--- src/rtl/vga_layer_ctrl.sv ---
// vga_layer_ctrl: frame-synchronous layer mask / background controller for
// the pixel colour mux, with a frame-counted blink phase for the debug layer.
//
// Ports:
//   clk, reset_n              clock, synchronous active-low reset
//   frame_start, visible      frame pulse, visible-area flag
//   debug/map/wall_en, _rgb   per-layer hit and 6-bit colour
//   cfg_valid/cfg_ready       config handshake (cfg_layers, cfg_bg)
//   active_layers, active_bg  committed mask and background
//   cfg_applied               one-clk pulse after a commit
//   blink_phase               debug blink phase
//   out_rgb                   registered pixel colour (1-cycle latency)
module vga_layer_ctrl #(
  parameter int unsigned BLINK_FRAMES = 16,
  parameter logic [3:0]  RESET_LAYERS = 4'b0111
) (
  input  logic       clk,
  input  logic       reset_n,
  input  logic       frame_start,
  input  logic       visible,
  input  logic       debug_en,
  input  logic [5:0] debug_rgb,
  input  logic       map_en,
  input  logic [5:0] map_rgb,
  input  logic       wall_en,
  input  logic [5:0] wall_rgb,
  input  logic       cfg_valid,
  output logic       cfg_ready,
  input  logic [3:0] cfg_layers,
  input  logic [5:0] cfg_bg,
  output logic [3:0] active_layers,
  output logic [5:0] active_bg,
  output logic       cfg_applied,
  output logic       blink_phase,
  output logic [5:0] out_rgb
);

  localparam int unsigned CNT_W = $clog2(BLINK_FRAMES);
  localparam logic [CNT_W-1:0] CNT_MAX = CNT_W'(BLINK_FRAMES - 1);

  typedef enum logic {IDLE, PENDING} state_t;

  state_t           state_q, state_d;
  logic             capture, commit;
  logic [3:0]       pend_layers_q, layers_q;
  logic [5:0]       pend_bg_q, bg_q;
  logic             applied_q;
  logic [CNT_W-1:0] cnt_q;
  logic             blink_q;
  logic [5:0]       rgb_q, rgb_d;

  always_ff @(posedge clk) begin
    if (!reset_n) state_q <= IDLE;
    else          state_q <= state_d;
  end

  always_comb begin
    state_d   = state_q;
    cfg_ready = 1'b0;
    capture   = 1'b0;
    commit    = 1'b0;
    unique case (state_q)
      IDLE: begin
        cfg_ready = 1'b1;
        if (cfg_valid) begin
          capture = 1'b1;
          state_d = PENDING;
        end
      end
      PENDING: begin
        if (frame_start) begin
          commit  = 1'b1;
          state_d = IDLE;
        end
      end
      default: state_d = IDLE;
    endcase
  end

  always_ff @(posedge clk) begin
    if (!reset_n) begin
      pend_layers_q <= '0;
      pend_bg_q     <= '0;
      layers_q      <= RESET_LAYERS;
      bg_q          <= '0;
      applied_q     <= 1'b0;
    end else begin
      applied_q <= commit;
      if (capture) begin
        pend_layers_q <= cfg_layers;
        pend_bg_q     <= cfg_bg;
      end
      if (commit) begin
        layers_q <= pend_layers_q;
        bg_q     <= pend_bg_q;
      end
    end
  end

  // Blink counter advances on every frame, independent of config traffic.
  always_ff @(posedge clk) begin
    if (!reset_n) begin
      cnt_q   <= '0;
      blink_q <= 1'b0;
    end else if (frame_start) begin
      if (cnt_q == CNT_MAX) begin
        cnt_q   <= '0;
        blink_q <= ~blink_q;
      end else begin
        cnt_q <= cnt_q + CNT_W'(1);
      end
    end
  end

  // Uses the pre-edge mask, so the frame_start pixel still sees the old config.
  always_comb begin
    rgb_d = bg_q;
    if (!visible)
      rgb_d = '0;
    else if (debug_en && layers_q[2] && (!layers_q[3] || blink_q))
      rgb_d = debug_rgb;
    else if (map_en && layers_q[1])
      rgb_d = map_rgb;
    else if (wall_en && layers_q[0])
      rgb_d = wall_rgb;
  end

  always_ff @(posedge clk) begin
    if (!reset_n) rgb_q <= '0;
    else          rgb_q <= rgb_d;
  end

  assign active_layers = layers_q;
  assign active_bg     = bg_q;
  assign cfg_applied   = applied_q;
  assign blink_phase   = blink_q;
  assign out_rgb       = rgb_q;

endmodule

--- config.mk ---
export PLATFORM = sky130hd
export DESIGN_NAME = vga_layer_ctrl
export DESIGN_NICKNAME = d
export VERILOG_FILES = /design/src/rtl/vga_layer_ctrl.sv
export SDC_FILE = /design/constraint.sdc
export NUM_CORES = 1
export LEC_CHECK = 0
export ABC_AREA = 0
export BUFFER_PORTS_ARGS = -buffer_cell sky130_fd_sc_hd__buf_2
export CAP_MARGIN = 20
export CORE_AREA = 10 10 65 67
export DETAILED_ROUTE_END_ITERATION = 8
export DIE_AREA = 0 0 75 77
export HOLD_SLACK_MARGIN = 0.03
export PLACE_DENSITY = 0.77
export SLEW_MARGIN = 20
export SYNTH_ARGS = -nofsm -noshare
export SYNTH_HDL_FRONTEND = slang
export SYNTH_SLANG_ARGS = --single-unit
--- constraint.sdc ---
create_clock -name clk -period 3.8 [get_ports clk]
set_clock_uncertainty 0.2 [all_clocks]
set_input_delay 0.19 -clock clk [delete_from_list [all_inputs] [get_ports clk]]
set_output_delay 0.19 -clock clk [all_outputs]
set_load 0.02 [all_outputs]
==> results of run 1 <==
[cell type report]
type                            instances  area (um^2)  area share (%)
Tap cell                               33         41.3            2.12
Timing Repair Buffer                   70          430            22.1
Sequential cell                        33          661            33.9
Clock inverter                          1         30.0            1.54
Clock buffer                            7         55.1            2.83
Inverter                                1         3.75           0.193
Multi-Input combinational cell        116          726            37.3
[state kept, by name, indices dropped and copies added, names as in the netlist]
name	count
out_rgb	6
pend_layers_q	4
active_bg	6
cnt_q	4
cfg_applied	1
state_q	1
pend_bg_q	6
blink_phase	1
active_layers	4
[per-layer routing]
metal	up-vias	GRT usage [%]	wire, um
met5	-	0	0
met4	0	4.55	41
met3	4	5.41	355
met2	49	20.8	1740
met1	597	15.6	1720
li1	687	-	-
[power breakdown]
part | internal, mW | switching [mW]
registers | 0.362 | 0.00893
clock network | 0.157 | 0.118
logic | 0.0526 | 0.0563
total | 0.571 | 0.183
[critical path, delay by kind of cell]
family | cells | cell delay, ns
buffers and inverters | 2 | 0.88
and+or+nand+nor | 1 | 0.25
AOI/OAI and AO/OA | 1 | 0.32
[stage by stage]
step	cells	utilization [%]	cell area, um^2	worst slack, ns	total power, mW
6_report	261	65.4	1950	2.17	0.755
5_1_grt	261	65.4	1950	2.01	0.785
4_1_cts	261	65.4	1950	2.22	0.762
3_5_place_dp	237	57.1	1700	2.33	0.474
3_3_place_gp	237	57.1	1700	2.38	0.473
2_1_floorplan	159	-	1440	2.35	0.439
[synth_stat cells, drive strengths merged]
| cell type | instances | area, um^2 |
|---|---|---|
| nand2 | 47 | 179 |
| xnor2 | 2 | 17.5 |
| nand2b | 3 | 26.3 |
| or3 | 1 | 6.26 |
| a21boi | 20 | 150 |
| nor2b | 2 | 12.5 |
| nand3 | 4 | 20.0 |
| a21oi | 1 | 5.00 |
| buf | 5 | 33.8 |
| and3 | 1 | 6.26 |
| a2111oi | 6 | 65.1 |
| o21ai | 2 | 10.0 |
| dfxtp | 33 | 661 |
| a211oi | 6 | 45.0 |
| and3b | 6 | 52.6 |
| inv | 1 | 3.75 |
| and2 | 5 | 33.8 |
| nand3b | 1 | 7.51 |
| mux2i | 7 | 70.1 |
| ha | 1 | 12.5 |
| clkbuf | 4 | 15.0 |
| nand4 | 1 | 6.26 |
[cells by family after synthesis]
logic type,count (synthesis),synth area share [%]
buffers and inverters,10,3.65
XOR/XNOR,2,1.22
multiplexers,7,4.87
AND/OR/NAND/NOR,71,24.3
flip-flops,33,45.9
AO/OA/AOI/OAI,35,19.1
adder cells (fa/ha/maj),1,0.869
[repair_timing]
item,in CTS,in global routing
endpoints found under the hold margin,19,0
setup endpoints to repair,0,0
hold buffers,16,0
[worst max path at each step]
stage                                start          to  slack, ns  cells past startpoint
after floorplan           active_layers[1]  out_rgb[5]       2.35                      3
after global placement    active_layers[3]  out_rgb[0]       2.38                      3
after detailed placement  active_layers[1]  out_rgb[5]       2.33                      3
after CTS                          reset_n  out_rgb[4]       2.22                      4
after global routing               reset_n  out_rgb[4]       2.01                      4
final                              reset_n  out_rgb[4]       2.17                      4
==> run metrics, run 1 <==
count of state elements after synthesis 33; FP Rows 20; run status complete, no violations; I/O pin total 55; class of the worst hold path input pin to flip-flop; DP Wirelength 2.69 mm; gate count of the mapped netlist 159; Setup Fix Bufs, Post-CTS 0; unique cell type count in the Yosys netlist 29; FMAX 615 MHz; aggregate global routing overflow 0; detailed-route DRC error count 0; critical hold path startpoint debug_rgb[1]; maximum clock path buffer count 2; slew at the pin closest to its max-slew limit 0.662 ns; total clock sinks 33; number of max-cap violations 0; reg2reg start state_q; highest fanout seen on the critical path 28; number of search-and-repair iterations in the first detailed-routing pass 4; portion of the clock cycle consumed by the worst path in the final layout 42.8%; sequential element share of the synthesized area 45.9%; Routed wire per std cell 14.8 um; Syn Area/Cell 9.05 um^2; remaining antenna violation count 0; final critical delay including setup and external delays 1.63 ns; hold endpoint out_rgb[1]; maximum number of pins on one net before global-route repair 29; worst rel slew slack 55.8%; largest voltage drop on the vdd net 0.270 mV; highest cell delay on the worst timing path 0.52 ns; number of buffers added by the clock tree synthesis step 5; Cells on Worst Hold Path 3; core region area 0.00298 mm^2; highest-count cells in the layout ignoring fill and taps 54 x buf_2, 46 x nand2_1, 33 x dfxtp_1; global-route usage over all layers 13.2%; setup slack of the worst register-to-register path 2.28 ns; fraction of final layout cells sized beyond drive strength 1 28.5%; syn nets 196; vias per std cell 5.12; Post-Synthesis Cell Area 0.00144 mm^2; tightest hold margin 0.0466 ns; setup repair after global routing missed its margin false; number of warning messages in the yosys log 0; capturing point of the worst reg2reg path pend_bg_q[5]; number of levels the H-tree was split into 2; CTS-repair resized insts 0; Clk pin slew, worst setup/hold paths 0.09 ns; setup-violating endpoint count in the final report 0; via count of the first global-routing pass 1289; leakage component of the power 0.869 nW; IO buf count 54; setup tns final 0 ns; width of the chip 75 um; clock tree from TritonCTS yes; count of pins over their slew limit 0; number of failing hold endpoints at the final stage 0; area growth from synthesis to final layout 35.3%; clock latency on the worst-skew pair 0.34 ns; CP max stage cell dlygate4sd3_1; power per cell area 388 mW/mm^2; initial antenna violation count 0; total number of vias 1337; # nets final 264; wire length of the first global-routing pass 6.00 mm; overall die area 0.00578 mm^2; arrival time at the worst endpoint 1.65 ns; Critical Path RT 3.82 ns; effective utilization at floorplan 48.3%; DIE HEIGHT 77 um; clock root buffer master clkbuf_4; sort of element at the end of the critical path flip-flop; drt initial violations 78; fill cell count 248; most common cell after layout, fill and taps aside buf_2; critical path startpoint category input pin; critical path, cell by cell dlygate4sd3_1 -> buf_2 -> nand2_1 -> a2111oi_1; # diodes 0; start-to-end type of the worst setup path input pin to flip-flop; reg2reg path depth 3; total wire length 3.86 mm; global placer's final weighted congestion 0.890
Note: power is estimated with default switching activity, not from simulation.
==> run 2: changes to the inputs <==
--- a/config.mk
+++ b/config.mk
@@ -8,11 +8,11 @@
 export ABC_AREA = 0
 export BUFFER_PORTS_ARGS = -buffer_cell sky130_fd_sc_hd__buf_2
 export CAP_MARGIN = 20
-export CORE_AREA = 10 10 65 67
+export CORE_AREA = 10 10 66 68
 export DETAILED_ROUTE_END_ITERATION = 8
-export DIE_AREA = 0 0 75 77
+export DIE_AREA = 0 0 76 78
 export HOLD_SLACK_MARGIN = 0.03
-export PLACE_DENSITY = 0.77
+export PLACE_DENSITY = 0.75
 export SLEW_MARGIN = 20
 export SYNTH_ARGS = -nofsm -noshare
 export SYNTH_HDL_FRONTEND = slang
==> constraint.sdc (replaced) <==
create_clock -name clk -period 1.5 [get_ports clk]
set_clock_uncertainty 0.2 [all_clocks]
set_input_delay 0.075 -clock clk [delete_from_list [all_inputs] [get_ports clk]]
set_output_delay 0.075 -clock clk [all_outputs]
set_load 0.02 [all_outputs]
==> run metrics, run 2 (same netlist as run 1, synthesis figures left out) <==
number of failing hold endpoints at the final stage 0; sort of element at the end of the critical path flip-flop; count of pins over their slew limit 0; leakage component of the power 0.963 nW; run status complete, no violations; worst rel slew slack 77.3%; total wire length 4.23 mm; fraction of final layout cells sized beyond drive strength 1 31.0%; start-to-end type of the worst setup path flip-flop to flip-flop; clock root buffer master clkbuf_4; highest-count cells in the layout ignoring fill and taps 54 x buf_2, 46 x nand2_1, 31 x dfxtp_1, 31 x dlygate4sd3_1, 19 x a21boi_0; largest voltage drop on the vdd net 0.688 mV; maximum number of pins on one net before global-route repair 22; IO buf count 54; setup-violating endpoint count in the final report 0; core region area 0.00318 mm^2; initial antenna violation count 0; cell count after placement 255; effective utilization at floorplan 45.3%; wire length of the first global-routing pass 6.82 mm; Critical Path RT 1.53 ns; global-route usage over all layers 13.8%; detailed-route DRC error count 0; maximum clock path buffer count 2; power per cell area 820 mW/mm^2; global placer's final weighted congestion 0.847; width of the chip 76 um; clock tree from TritonCTS yes; total number of vias 1438; overall die area 0.00593 mm^2; number of buffers added by the clock tree synthesis step 5; portion of the clock cycle consumed by the worst path in the final layout 95.7%; # diodes 0; critical path startpoint category flip-flop; setup repair after global routing missed its margin true; highest fanout seen on the critical path 8; vias per std cell 4.83; number of standard cells in the layout, taps in and fillers out 298; slew at the pin closest to its max-slew limit 0.340 ns; remaining antenna violation count 0; setup tns final 0 ns; final critical delay including setup and external delays 1.44 ns; number of levels the H-tree was split into 2; area growth from synthesis to final layout 51.0%; most common cell after layout, fill and taps aside buf_2; fill cell count 264; total clock sinks 33; via count of the first global-routing pass 1406; DIE HEIGHT 78 um; number of max-cap violations 0; I/O pin total 55; number of search-and-repair iterations in the first detailed-routing pass 4; aggregate global routing overflow 0; FMAX 697 MHz; clock latency on the worst-skew pair 0.33 ns; Total Power Consumption 1.78 mW; Clk pin slew, worst setup/hold paths 0.10 ns; class of the worst hold path input pin to flip-flop; FP Rows 21; arrival time at the worst endpoint 1.47 ns; DP Wirelength 2.84 mm; Routed wire per std cell 14.2 um; # nets final 289; drt initial violations 70
==> run 2: changes by cell type in the layout (fill, tap and decap cells not counted), sizes merged <==
cell,previous run,this run
buf,54,63
nand2b,3,4
dlygate4sd3,16,31
bufinv,1,0
==> run 2: routing by layer <==
metal / vias up / track usage [%] / wire (um)
met1: 637 / 16.5 / 2030
met4: 0 / 3.98 / 59
met5: - / 0 / 0
met2: 61 / 23.1 / 1910
li1: 732 / - / -
met3: 8 / 4.26 / 232
==> run 2: stage by stage <==
stage	util [%]	hold WS, ns	setup slack [ns]	cell area (um^2)
6_report	68.3	0.0144	0.0645	2170
5_1_grt	68.3	0.0353	-0.0186	2170
4_1_cts	66.7	0.0344	0.0463	2120
3_5_place_dp	55.2	0.135	0.0590	1760
3_3_place_gp	55.2	0.130	0.115	1760
2_1_floorplan	-	0.0199	0.0459	1440
==> run 2: final timing paths <==
kind	end	cells past startpoint	startpoint	slack, ns
hold reg to reg	active_bg[2]	2	pend_bg_q[2]	0.26
setup reg to reg	out_rgb[5]	4	active_layers[2]	0.06
hold / removal	out_rgb[5]	3	map_rgb[5]	0.01
setup / recovery	out_rgb[5]	4	active_layers[2]	0.06
==> run 2: final cells by class <==
type	instances	area, um^2	area share [%]
sequential	33	663	30.5
inverter	1	3.75	0.173
timing repair buffer	94	648	29.8
tap	46	57.6	2.65
clock buffer	7	55.1	2.53
multi-input combinational	117	744	34.3
==> run 2: worst max-delay path, cell delays in order, from the launching register on <==
cell       delay (ns)
dfxtp_1          0.36
and2_4           0.20
a21boi_1         0.07
buf_4            0.16
a2111oi_2        0.35
==> run 2: what timing repair did <==
action | in CTS | in global routing
buffers inserted | 0 | 4
hold buffers | 31 | 0
endpoints found under the hold margin | 25 | 0
gates resized for setup | 0 | 4
setup endpoints to repair | 0 | 6
==> run 2: where the power goes <==
group	internal [mW]	switching [mW]
clock network	0.221	0.285
logic	0.178	0.156
registers	0.917	0.0244
total	1.32	0.466
